[config.mk]
export PLATFORM = sky130hd
export DESIGN_NAME = sequenciador_pc_flat
export DESIGN_NICKNAME = d
export VERILOG_FILES = /design/src/rtl/sequenciador_pc_if.sv /design/src/rtl/sequenciador_pc.sv /design/src/flat_wrapper.sv
export SDC_FILE = /design/constraint.sdc
export NUM_CORES = 1
export LEC_CHECK = 0
export BUFFER_PORTS_ARGS = -buffer_cell sky130_fd_sc_hd__buf_2
export CAP_MARGIN = 20
export CORE_MARGIN = 1.5
export CORE_UTILIZATION = 55
export DETAILED_ROUTE_END_ITERATION = 8
export PLACE_DENSITY = 0.75
export RECOVER_POWER = 25
export SYNTH_ARGS = -nofsm -noshare
export SYNTH_HDL_FRONTEND = slang
export SYNTH_SLANG_ARGS = --single-unit
[constraint.sdc]
create_clock -name clk -period 5.9 [get_ports clk]
set_input_delay 1.18 -clock clk [delete_from_list [all_inputs] [get_ports clk]]
set_output_delay 1.18 -clock clk [all_outputs]
set_load 0.01 [all_outputs]
[src/rtl/sequenciador_pc_if.sv]
// Request/status bundle between the control unit and the PC sequencer.
// The master drives the transfer requests; the slave returns PC and stack status.
interface sequenciador_pc_if #(
  parameter int unsigned ADDR_W = 32,
  parameter int unsigned TGT_W  = 26,
  parameter int unsigned DEPTH  = 16
);
  localparam int unsigned CNT_W = $clog2(DEPTH) + 1;

  logic              en;
  logic              jump;
  logic              branch;
  logic              cond;
  logic              call;
  logic              ret;
  logic              reg_sel;
  logic [TGT_W-1:0]  imm_tgt;
  logic [ADDR_W-1:0] reg_tgt;
  logic [ADDR_W-1:0] pc;
  logic [CNT_W-1:0]  depth;
  logic              empty;
  logic              full;
  logic              overflow;
  logic              underflow;

  modport master (
    output en, jump, branch, cond, call, ret, reg_sel, imm_tgt, reg_tgt,
    input  pc, depth, empty, full, overflow, underflow
  );

  modport slave (
    input  en, jump, branch, cond, call, ret, reg_sel, imm_tgt, reg_tgt,
    output pc, depth, empty, full, overflow, underflow
  );
endinterface

[src/rtl/sequenciador_pc.sv]
// Program-counter sequencer: selects next PC (inc/jump/branch/call/ret) and
// keeps return addresses in a circular hardware stack with sticky fault flags.
module sequenciador_pc #(
  parameter int unsigned       ADDR_W   = 32,
  parameter int unsigned       TGT_W    = 26,
  parameter int unsigned       DEPTH    = 16,
  parameter logic [ADDR_W-1:0] RESET_PC = '0
) (
  input logic              clk,
  input logic              rst,
  sequenciador_pc_if.slave bus
);
  localparam int unsigned      PTR_W    = $clog2(DEPTH);
  localparam int unsigned      CNT_W    = PTR_W + 1;
  localparam logic [CNT_W-1:0] CNT_FULL = CNT_W'(DEPTH);

  typedef enum logic [2:0] {
    OP_HOLD,
    OP_INC,
    OP_TGT,
    OP_PUSH,
    OP_PUSH_OVF,
    OP_POP,
    OP_POP_UFL
  } op_e;

  logic [ADDR_W-1:0] r_pc;
  logic [CNT_W-1:0]  r_depth;
  logic [PTR_W-1:0]  r_top;
  logic              r_empty;
  logic              r_full;
  logic              r_ovf;
  logic              r_ufl;
  logic [ADDR_W-1:0] r_stack [DEPTH];

  op_e               w_op;
  logic [ADDR_W-1:0] w_target;
  logic [ADDR_W-1:0] w_pc_inc;
  logic              w_stack_empty;
  logic              w_stack_full;
  logic [ADDR_W-1:0] w_pc_nxt;
  logic [CNT_W-1:0]  w_depth_nxt;
  logic [PTR_W-1:0]  w_top_nxt;
  logic              w_ovf_nxt;
  logic              w_ufl_nxt;
  logic              w_push;

  assign w_target      = bus.reg_sel ? bus.reg_tgt : ADDR_W'(bus.imm_tgt);
  assign w_pc_inc      = r_pc + ADDR_W'(1);
  assign w_stack_empty = (r_depth == '0);
  assign w_stack_full  = (r_depth == CNT_FULL);

  // Request priority: ret > call > jump > taken branch > increment.
  always_comb begin
    w_op = OP_HOLD;
    if (bus.en) begin
      if (bus.ret) begin
        w_op = w_stack_empty ? OP_POP_UFL : OP_POP;
      end else if (bus.call) begin
        w_op = w_stack_full ? OP_PUSH_OVF : OP_PUSH;
      end else if (bus.jump || (bus.branch && bus.cond)) begin
        w_op = OP_TGT;
      end else begin
        w_op = OP_INC;
      end
    end
  end

  // A push when full still advances top, so the oldest entry is overwritten.
  always_comb begin
    w_pc_nxt    = r_pc;
    w_depth_nxt = r_depth;
    w_top_nxt   = r_top;
    w_ovf_nxt   = r_ovf;
    w_ufl_nxt   = r_ufl;
    w_push      = 1'b0;
    unique case (w_op)
      OP_INC: w_pc_nxt = w_pc_inc;
      OP_TGT: w_pc_nxt = w_target;
      OP_PUSH: begin
        w_pc_nxt    = w_target;
        w_push      = 1'b1;
        w_top_nxt   = r_top + PTR_W'(1);
        w_depth_nxt = r_depth + CNT_W'(1);
      end
      OP_PUSH_OVF: begin
        w_pc_nxt  = w_target;
        w_push    = 1'b1;
        w_top_nxt = r_top + PTR_W'(1);
        w_ovf_nxt = 1'b1;
      end
      OP_POP: begin
        w_pc_nxt    = r_stack[r_top];
        w_top_nxt   = r_top - PTR_W'(1);
        w_depth_nxt = r_depth - CNT_W'(1);
      end
      OP_POP_UFL: begin
        w_pc_nxt  = w_pc_inc;
        w_ufl_nxt = 1'b1;
      end
      default: ;
    endcase
  end

  always_ff @(posedge clk) begin
    if (rst) begin
      r_pc    <= RESET_PC;
      r_depth <= '0;
      r_top   <= '0;
      r_empty <= 1'b1;
      r_full  <= 1'b0;
      r_ovf   <= 1'b0;
      r_ufl   <= 1'b0;
    end else begin
      r_pc    <= w_pc_nxt;
      r_depth <= w_depth_nxt;
      r_top   <= w_top_nxt;
      r_empty <= (w_depth_nxt == '0);
      r_full  <= (w_depth_nxt == CNT_FULL);
      r_ovf   <= w_ovf_nxt;
      r_ufl   <= w_ufl_nxt;
    end
  end

  // Return-address storage; contents are irrelevant after reset.
  always_ff @(posedge clk) begin
    if (!rst && w_push) begin
      r_stack[w_top_nxt] <= w_pc_inc;
    end
  end

  assign bus.pc        = r_pc;
  assign bus.depth     = r_depth;
  assign bus.empty     = r_empty;
  assign bus.full      = r_full;
  assign bus.overflow  = r_ovf;
  assign bus.underflow = r_ufl;
endmodule
[src/flat_wrapper.sv]
// flat-port wrapper written by rule: the top's interface ports become plain ports
module sequenciador_pc_flat 
#(
  parameter int unsigned       ADDR_W   = 32,
  parameter int unsigned       TGT_W    = 26,
  parameter int unsigned       DEPTH    = 16,
  parameter logic [ADDR_W-1:0] RESET_PC = '0
)
  (clk, rst, bus_en, bus_jump, bus_branch, bus_cond, bus_call, bus_ret, bus_reg_sel, bus_imm_tgt, bus_reg_tgt, bus_pc, bus_depth, bus_empty, bus_full, bus_overflow, bus_underflow);
  sequenciador_pc_if #(.ADDR_W(ADDR_W), .TGT_W(TGT_W), .DEPTH(DEPTH)) bus_i ();
  input logic clk;
  input logic rst;
  input wire logic [$bits(bus_i.en)-1:0] bus_en;
  input wire logic [$bits(bus_i.jump)-1:0] bus_jump;
  input wire logic [$bits(bus_i.branch)-1:0] bus_branch;
  input wire logic [$bits(bus_i.cond)-1:0] bus_cond;
  input wire logic [$bits(bus_i.call)-1:0] bus_call;
  input wire logic [$bits(bus_i.ret)-1:0] bus_ret;
  input wire logic [$bits(bus_i.reg_sel)-1:0] bus_reg_sel;
  input wire logic [$bits(bus_i.imm_tgt)-1:0] bus_imm_tgt;
  input wire logic [$bits(bus_i.reg_tgt)-1:0] bus_reg_tgt;
  output wire logic [$bits(bus_i.pc)-1:0] bus_pc;
  output wire logic [$bits(bus_i.depth)-1:0] bus_depth;
  output wire logic [$bits(bus_i.empty)-1:0] bus_empty;
  output wire logic [$bits(bus_i.full)-1:0] bus_full;
  output wire logic [$bits(bus_i.overflow)-1:0] bus_overflow;
  output wire logic [$bits(bus_i.underflow)-1:0] bus_underflow;
  assign bus_i.en = bus_en;
  assign bus_i.jump = bus_jump;
  assign bus_i.branch = bus_branch;
  assign bus_i.cond = bus_cond;
  assign bus_i.call = bus_call;
  assign bus_i.ret = bus_ret;
  assign bus_i.reg_sel = bus_reg_sel;
  assign bus_i.imm_tgt = bus_imm_tgt;
  assign bus_i.reg_tgt = bus_reg_tgt;
  assign bus_pc = bus_i.pc;
  assign bus_depth = bus_i.depth;
  assign bus_empty = bus_i.empty;
  assign bus_full = bus_i.full;
  assign bus_overflow = bus_i.overflow;
  assign bus_underflow = bus_i.underflow;
  sequenciador_pc #(.ADDR_W(ADDR_W), .TGT_W(TGT_W), .DEPTH(DEPTH), .RESET_PC(RESET_PC)) u_core (.clk(clk), .rst(rst), .bus(bus_i));
endmodule
==> impl_metrics.env, run 1 <==
export IMPL_worstSetupStartpoint="u_core.bus.depth[0]$_SDFF_PP0_"
export IMPL_skew_ps=26.8
export IMPL_reg2reg_depth=11
export IMPL_grt_max_degree=98
export IMPL_fin_cells=1894
export IMPL_syn_area_um2=22800
export IMPL_setup_violations=0
export IMPL_final_nets=1393
export IMPL_yosysSeqAreaShare_pct=71.5
export IMPL_finalMaxSlewViolations=23
export IMPL_grt_busiest_layer="met2"
export IMPL_holdBufCountCts=0
export IMPL_rsz0062_at_grt="false"
export IMPL_htreeDepth=2
export IMPL_whs_path_depth=2
export IMPL_core_um2=40800
export IMPL_die_x_um=206
export IMPL_fill_cells=2758
export IMPL_slew_headroom_pct=-16.3
export IMPL_grtUsageMet2_pct=40.8
export IMPL_numCtsBuffers=54
export IMPL_grt_use_total_pct=27.3
export IMPL_clkSlewWorstSetupHoldPaths_ps=60
export IMPL_hpwl_um=34300
export IMPL_timing_hold_ws_ps=528
export IMPL_period_needed_ps=4640
export IMPL_dp_cells=1791
export IMPL_dr_pass1_iters=5
export IMPL_drt_wirelength_per_cell_um=29.7
export IMPL_cts_sinks=557
export IMPL_p_leak_nw=8.43
export IMPL_portBuffers=107
export IMPL_synth_cell_types=67
export IMPL_final_util_pct=63.3
export IMPL_violations="max-capacitance violations, max-slew violations"
export IMPL_syn_mean_instance_area_um2=19.5
export IMPL_critPathMaxFanout=23
export IMPL_hold_viol=0
export IMPL_startpoint_type="flop"
export IMPL_antenna_cells=0
export IMPL_async_flop_share_pct=0
export IMPL_grt_ovfl_total=0
export IMPL_power_density_nw_per_um2=341
export IMPL_syn_inst=1169
export IMPL_cts_setup_buffers=0
export IMPL_io_pins=108
export IMPL_rows=74
export IMPL_yosysTopAreaCellShare_pct=67.6
export IMPL_die_area_um2=42600
export IMPL_drt_iter0_drc=1554
export IMPL_start_util_pct=55.7
export IMPL_status="complete, but fails checks"
export IMPL_antenna_found_initial=2
export IMPL_drt_total_wl_um=56200
export IMPL_cts_tree="built"
export IMPL_vias=12400
export IMPL_synth_main_ff_cell="edfxtp_1"
export IMPL_die_height_um=206
export IMPL_crit_required_ps=6180
export IMPL_r2r_start="u_core.bus.depth[0]$_SDFF_PP0_"
export IMPL_clockBufferDepth=3
export IMPL_max_freq_mhz=215
export IMPL_grt_first_pass_wirelength_um=81900
export IMPL_cp_arrival_ps=4920
export IMPL_met1_usage_pct=40.1
export IMPL_yosys_area_top_type="edfxtp_1"
export IMPL_grt_pass1_vias=12000
export IMPL_use_met3_pct=7.49
export IMPL_drc_errors=0
export IMPL_fin_area_um2=25800
export IMPL_fin_setup_tns_ps=0
export IMPL_clock_latency_ps=600
export IMPL_crit_type="flop to flop"
export IMPL_hold_class="flop to flop"
export IMPL_vdd_drop_max_v=0.000201
export IMPL_netlist_top_cells_area="edfxtp_1 68%, mux4_2 15%, dfxtp_1 4.0%"
export IMPL_postRouteAntennaNets=0
export IMPL_period_share_pct=78.7
export IMPL_ys_ff_latch=557
export IMPL_root_buffer="clkbuf_16"
export IMPL_max_cap_violations=2
export IMPL_syn_nets=1244
export IMPL_critPathCaptureType="flop"
export IMPL_vias_per_cell=6.56
export IMPL_drive_above_1_share_pct=29.3
export IMPL_post_cts_resized=0
export IMPL_dpl_cell_area_um2=24200
export IMPL_gp_congestion=0.868
export IMPL_min_from="u_core.bus.overflow$_SDFFE_PP0N_"
export IMPL_tightest_slew_ps=1730
export IMPL_ys_warnings_count=0
export IMPL_area_growth_pct=13.6
export IMPL_synth_edff_count=512
-- cells in the mapped netlist, types with 6 or more instances --
master    number
buf_1          7
a211oi_1       8
nand2_1       29
a21oi_1       19
nor2_1        55
buf_4          6
mux2i_1       37
nand3_1       10
inv_1         12
dfxtp_1       45
nand4_1       13
a221oi_1      19
buf_2         18
nor3_1        38
clkbuf_1      32
xnor2_1       24
mux4_2       154
edfxtp_1     512
ha_1           6
o21ai_0       25
xor2_1        11
-- where the power goes --
group,switching [W],total (W),internal (W)
Combinational,0.000556,0.000971,0.000416
Sequential,0.0000964,0.00449,0.00439
Clock,0.00142,0.00336,0.00194
-- stage by stage --
stage	power (W)	worst slack [ps]
final	0.00882	1260
after global routing	0.00907	1040
after CTS	0.00886	1290
after detailed placement	0.00554	964
after global placement	0.00552	1050
after floorplan	0.00518	-184
-- placed cells by master (no fill, tap or decap), types with 3 or more instances in the layout --
cell	n
a211oi_1	8
a21o_1	5
a21oi_1	19
a221oi_1	19
a22oi_1	3
a31oi_1	3
and3_1	5
buf_12	5
buf_2	89
buf_4	36
bufinv_16	3
clkbuf_1	43
clkbuf_16	57
clkbuf_8	4
clkinv_1	10
clkinv_2	13
dfxtp_1	41
edfxtp_1	512
ha_1	6
inv_1	12
mux2i_1	37
mux4_2	154
nand2_1	29
nand3_1	10
nand3b_1	4
nand4_1	13
nor2_1	55
nor2b_1	5
nor3_1	22
nor3_2	16
nor4_4	3
o21ai_0	25
o21ai_1	5
o32ai_1	5
xnor2_1	20
xnor2_2	4
xor2_1	11
-- cell type report --
cell class,instances,area (µm²),area share [%]
clock inverter,27,200,0.775
timing repair buffer,161,932,3.61
clock buffer,73,1530,5.91
sequential,557,16300,63.0
multi-input combinational,532,6190,24.0
tap,532,666,2.58
inverter,12,45.0,0.174
-- final timing paths --
check	slack, ps	end
worst max-delay path	1260	u_core.r_stack[3][10]$_DFFE_PP_
worst min-delay path	530	u_core.bus.overflow$_SDFFE_PP0N_
worst min register to register	530	u_core.bus.overflow$_SDFFE_PP0N_
worst max register to register	1260	u_core.r_stack[3][10]$_DFFE_PP_
-- state kept, by name, indices dropped and copies added (netlist names) --
name	count
u_core.bus.pc	32
u_core.bus.depth	5
u_core.bus.empty	1
u_core.bus.overflow	1
u_core.bus.underflow	1
u_core.bus.full	1
u_core.r_stack	512
u_core.r_top	4
-- cells by family (layout without fill, tap and decap cells) --
kind of cell,count (synthesis),count (layout),synth area share (%)
AND/OR/NAND/NOR,178,178,4.20
XOR/XNOR,36,36,1.42
buffers and inverters,80,273,1.73
multiplexers,194,194,17.1
adder cells (fa/ha/maj),8,8,0.506
AO/OA/AOI/OAI,116,116,3.53
flip-flops,557,557,71.5
-- metal layers --
metal / wire, µm / vias up / part of all wire [%]
li1: - / 5156 / -
met1: 22400 / 6469 / 40
met4: 1110 / 0 / 2.0
met3: 6510 / 59 / 12
met2: 26300 / 732 / 47
met5: 0 / - / 0
-- critical path, cell delays in order, from the launching register on --
cell and delay, ps:
dfxtp_1 370, or4_1 640, o211ai_2 270, inv_1 310, ha_1 370, a21o_1 180, a21oi_1 210, mux2i_1 220
nand2_1 120, xnor2_1 390, nor3_2 940, buf_12 290
(Power assumes the default switching activity.)
==> inputs of run 2 (changes only) <==
- ABC_AREA: not set -> 1
- CORE_UTILIZATION: 55 -> 62
- PLACE_DENSITY: 0.75 -> 0.8
- clock period: 5.9 -> 4.75 ns (I/O delays scaled with it)
==> run 2 against run 1 <==
Net effect:
- sequential cell count unchanged
- non-clock buffer count shrank 20
- final area rose by 4.1%
- the flow still finishes with violations (max-capacitance violations, max-slew violations)
- sequential share of layout area fell by 2.5 points
- sequential power is 22% higher
- first-iteration DRC count grew 42%
- clock-buffer cell count shrank 5
==> impl_metrics.env, run 2 <==
export IMPL_status="complete, but fails checks"
export IMPL_violations="max-capacitance violations, max-slew violations"
export IMPL_final_cell_mix="633 x nand2_1, 554 x nand3_1, 512 x edfxtp_1"
export IMPL_synthTopCellsByCount="631 x nand2_1, 549 x nand3_1, 512 x edfxtp_1, 117 x nor2_1, 77 x inv_1"
export IMPL_synth_edff_count=512
export IMPL_io_pins=108
export IMPL_cts_sinks=557
export IMPL_root_buffer="clkbuf_16"
export IMPL_holdBufCountCts=0
export IMPL_grt_first_pass_wirelength_um=96500
export IMPL_max_freq_mhz=253
export IMPL_core_um2=38700
export IMPL_post_cts_resized=0
export IMPL_hold_viol=0
export IMPL_drt_wirelength_per_cell_um=21.6
export IMPL_clockBufferDepth=3
export IMPL_portBuffers=107
export IMPL_grt_pass1_vias=17100
export IMPL_startpoint_type="input port"
export IMPL_critPathSlowestCell="clkbuf_1"
export IMPL_skew_ps=29.7
export IMPL_cts_tree="built"
export IMPL_p_comb_share_pct=8.5
export IMPL_timing_hold_ws_ps=448
export IMPL_cp_arrival_ps=4440
export IMPL_antenna_cells=0
export IMPL_fin_setup_tns_ps=0
export IMPL_dr_pass1_iters=9
export IMPL_async_flop_share_pct=0
export IMPL_grt_ovfl_total=0
export IMPL_p_sw_share_pct=23.7
export IMPL_tightest_slew_ps=2650
export IMPL_syn_mean_instance_area_um2=10.7
export IMPL_finalMaxSlewViolations=75
export IMPL_grt_use_total_pct=31.1
export IMPL_syn_area_um2=24400
export IMPL_syn_inst=2271
export IMPL_critPathMaxStageDelay_ps=1870
export IMPL_start_util_pct=62.9
export IMPL_ys_ff_latch=557
export IMPL_seqPwrFrac_pct=52.4
export IMPL_hpwl_um=37900
export IMPL_regArea_um2=16300
export IMPL_yosysMostFrequentCell="nand2_1"
export IMPL_multi_input_area_um2=7190
export IMPL_rsz0062_at_grt="false"
export IMPL_htreeDepth=2
export IMPL_area_growth_pct=10.4
export IMPL_final_nets=2404
export IMPL_hold_class="flop to flop"
export IMPL_numCtsBuffers=52
export IMPL_crit_required_ps=5230
export IMPL_fill_cells=2699
export IMPL_crit_type="input port to flop"
export IMPL_synth_main_ff_cell="edfxtp_1"
export IMPL_worst_slack_ps=790
export IMPL_clkPwrFrac_pct=39.1
export IMPL_vias=17600
export IMPL_gp_congestion=0.950
export IMPL_path_cells="buf_2 -> nand2_1 -> nand3_1 -> nand2_2 -> nand2_1 -> nand4_1 -> clkbuf_1 -> nand2_1 -> and2_1 -> nor2_1 -> nor2_1"
export IMPL_clock_latency_ps=590
export IMPL_period_share_pct=83.4
export IMPL_setup_violations=0
export IMPL_syn_nets=2346
export IMPL_rows=72
export IMPL_yosysSeqAreaShare_pct=66.8
export IMPL_die_x_um=201
export IMPL_pre_cts_slack_ps=728
export IMPL_cp_common_cell="nand2_1"
export IMPL_synth_cell_types=40
export IMPL_p_leak_nw=9.81
export IMPL_grt_max_degree=171
export IMPL_drt_iter0_drc=2214
export IMPL_period_needed_ps=3960
export IMPL_drc_errors=0
export IMPL_cts_setup_buffers=0
export IMPL_yosysTopAreaCellShare_pct=63.1
export IMPL_critPathMaxFanout=56
export IMPL_ys_warnings_count=0
export IMPL_drt_total_wl_um=62600
export IMPL_layout_commonest_cell="nand2_1"
export IMPL_power_density_nw_per_um2=390
export IMPL_drive_above_1_share_pct=10.3
export IMPL_power_switching_w=0.00248
export IMPL_slew_headroom_pct=-76.5
export IMPL_critPathCaptureType="flop"
export IMPL_critPathTopFamily="buffers and inverters"
export IMPL_netlist_top_cells_area="edfxtp_1 63%, nand3_1 11%, nand2_1 9.7%"
export IMPL_die_area_um2=40500
export IMPL_largest_register_ffs=512
export IMPL_antenna_found_initial=2
export IMPL_critPathBufInv=2
export IMPL_max_cap_violations=2
export IMPL_intPower_w=0.00801
export IMPL_postRouteAntennaNets=0
export IMPL_largest_register="u_core.r_stack"
export IMPL_die_height_um=201
export IMPL_yosys_area_top_type="edfxtp_1"
export IMPL_vdd_drop_max_v=0.000274
export IMPL_clkSlewWorstSetupHoldPaths_ps=60
export IMPL_vias_per_cell=6.10
## run 2: kinds of logic after synthesis
logic type / count (synthesis) / synth area share, %
AND/OR/NAND/NOR: 1360 / 25.1
AO/OA/AOI/OAI: 76 / 1.65
flip-flops: 557 / 66.8
XOR/XNOR: 25 / 0.898
buffers and inverters: 219 / 3.90
adder cells (fa/ha/maj): 8 / 0.472
multiplexers: 26 / 1.20
## run 2: layout make-up
cell class,instances,area share (%)
inverter,82,1.17
clock buffer,68,5.22
clock inverter,29,0.996
tap,518,2.41
sequential,557,60.6
timing repair buffer,141,2.92
multi-input combinational,1495,26.7
## run 2: power groups by stage
| stage | clock network, W | logic, W | registers, W |
|---|---|---|---|
| detailed placement | 0 | 0.000876 | 0.00559 |
| finish | 0.00410 | 0.000893 | 0.00549 |
| global route | 0.00431 | 0.000971 | 0.00550 |
| CTS | 0.00412 | 0.000885 | 0.00549 |
| global placement | 0 | 0.000852 | 0.00559 |
| floorplan | 0 | 0.000568 | 0.00557 |
## run 2: metrics by stage
step           power, W  cells  area (µm²)  utilization (%)
2_1_floorplan   0.00614   2271       24400                -
3_3_place_gp    0.00644   2792       25400             65.5
3_5_place_dp    0.00647   2792       25400             65.5
4_1_cts          0.0105   2889       27000             69.8
5_1_grt          0.0108   2890       26900             69.4
6_report         0.0105   2890       26900             69.4
## run 2: worst reg2reg max path, stage by stage, from the launching register on
cell and delay, ps:
dfxtp_1 380, nor2_4 170, nand3_4 110, nand2_2 80, nand2_1 70, nand4_1 80, clkbuf_1 1870, nand2_1 610
and2_1 320, nor2_1 80, nor2_1 40
## run 2: final timing paths
path,startpoint,to,slack (ps),depth (start not counted)
worst max-delay path,bus_cond,u_core.bus.pc[20]$_SDFFE_PP0P_,790,11
worst max register to register,u_core.bus.depth[1]$_SDFF_PP0_,u_core.bus.pc[20]$_SDFFE_PP0P_,840,10
worst min register to register,u_core.bus.underflow$_SDFFE_PP0N_,u_core.bus.underflow$_SDFFE_PP0N_,450,2
worst min-delay path,u_core.bus.underflow$_SDFFE_PP0N_,u_core.bus.underflow$_SDFFE_PP0N_,450,2
## run 2: layer usage
metal  global-route usage [%]  part of all wire, %  up-vias  routed length (µm)
met5                        0                0.021        -                  13
met4                     11.2                  2.8        2                1750
met3                     6.95                   12      145                7680
met2                     48.8                   47     1113               29300
met1                     43.1                   38     8351               23800
li1                         -                    -     8030                   -
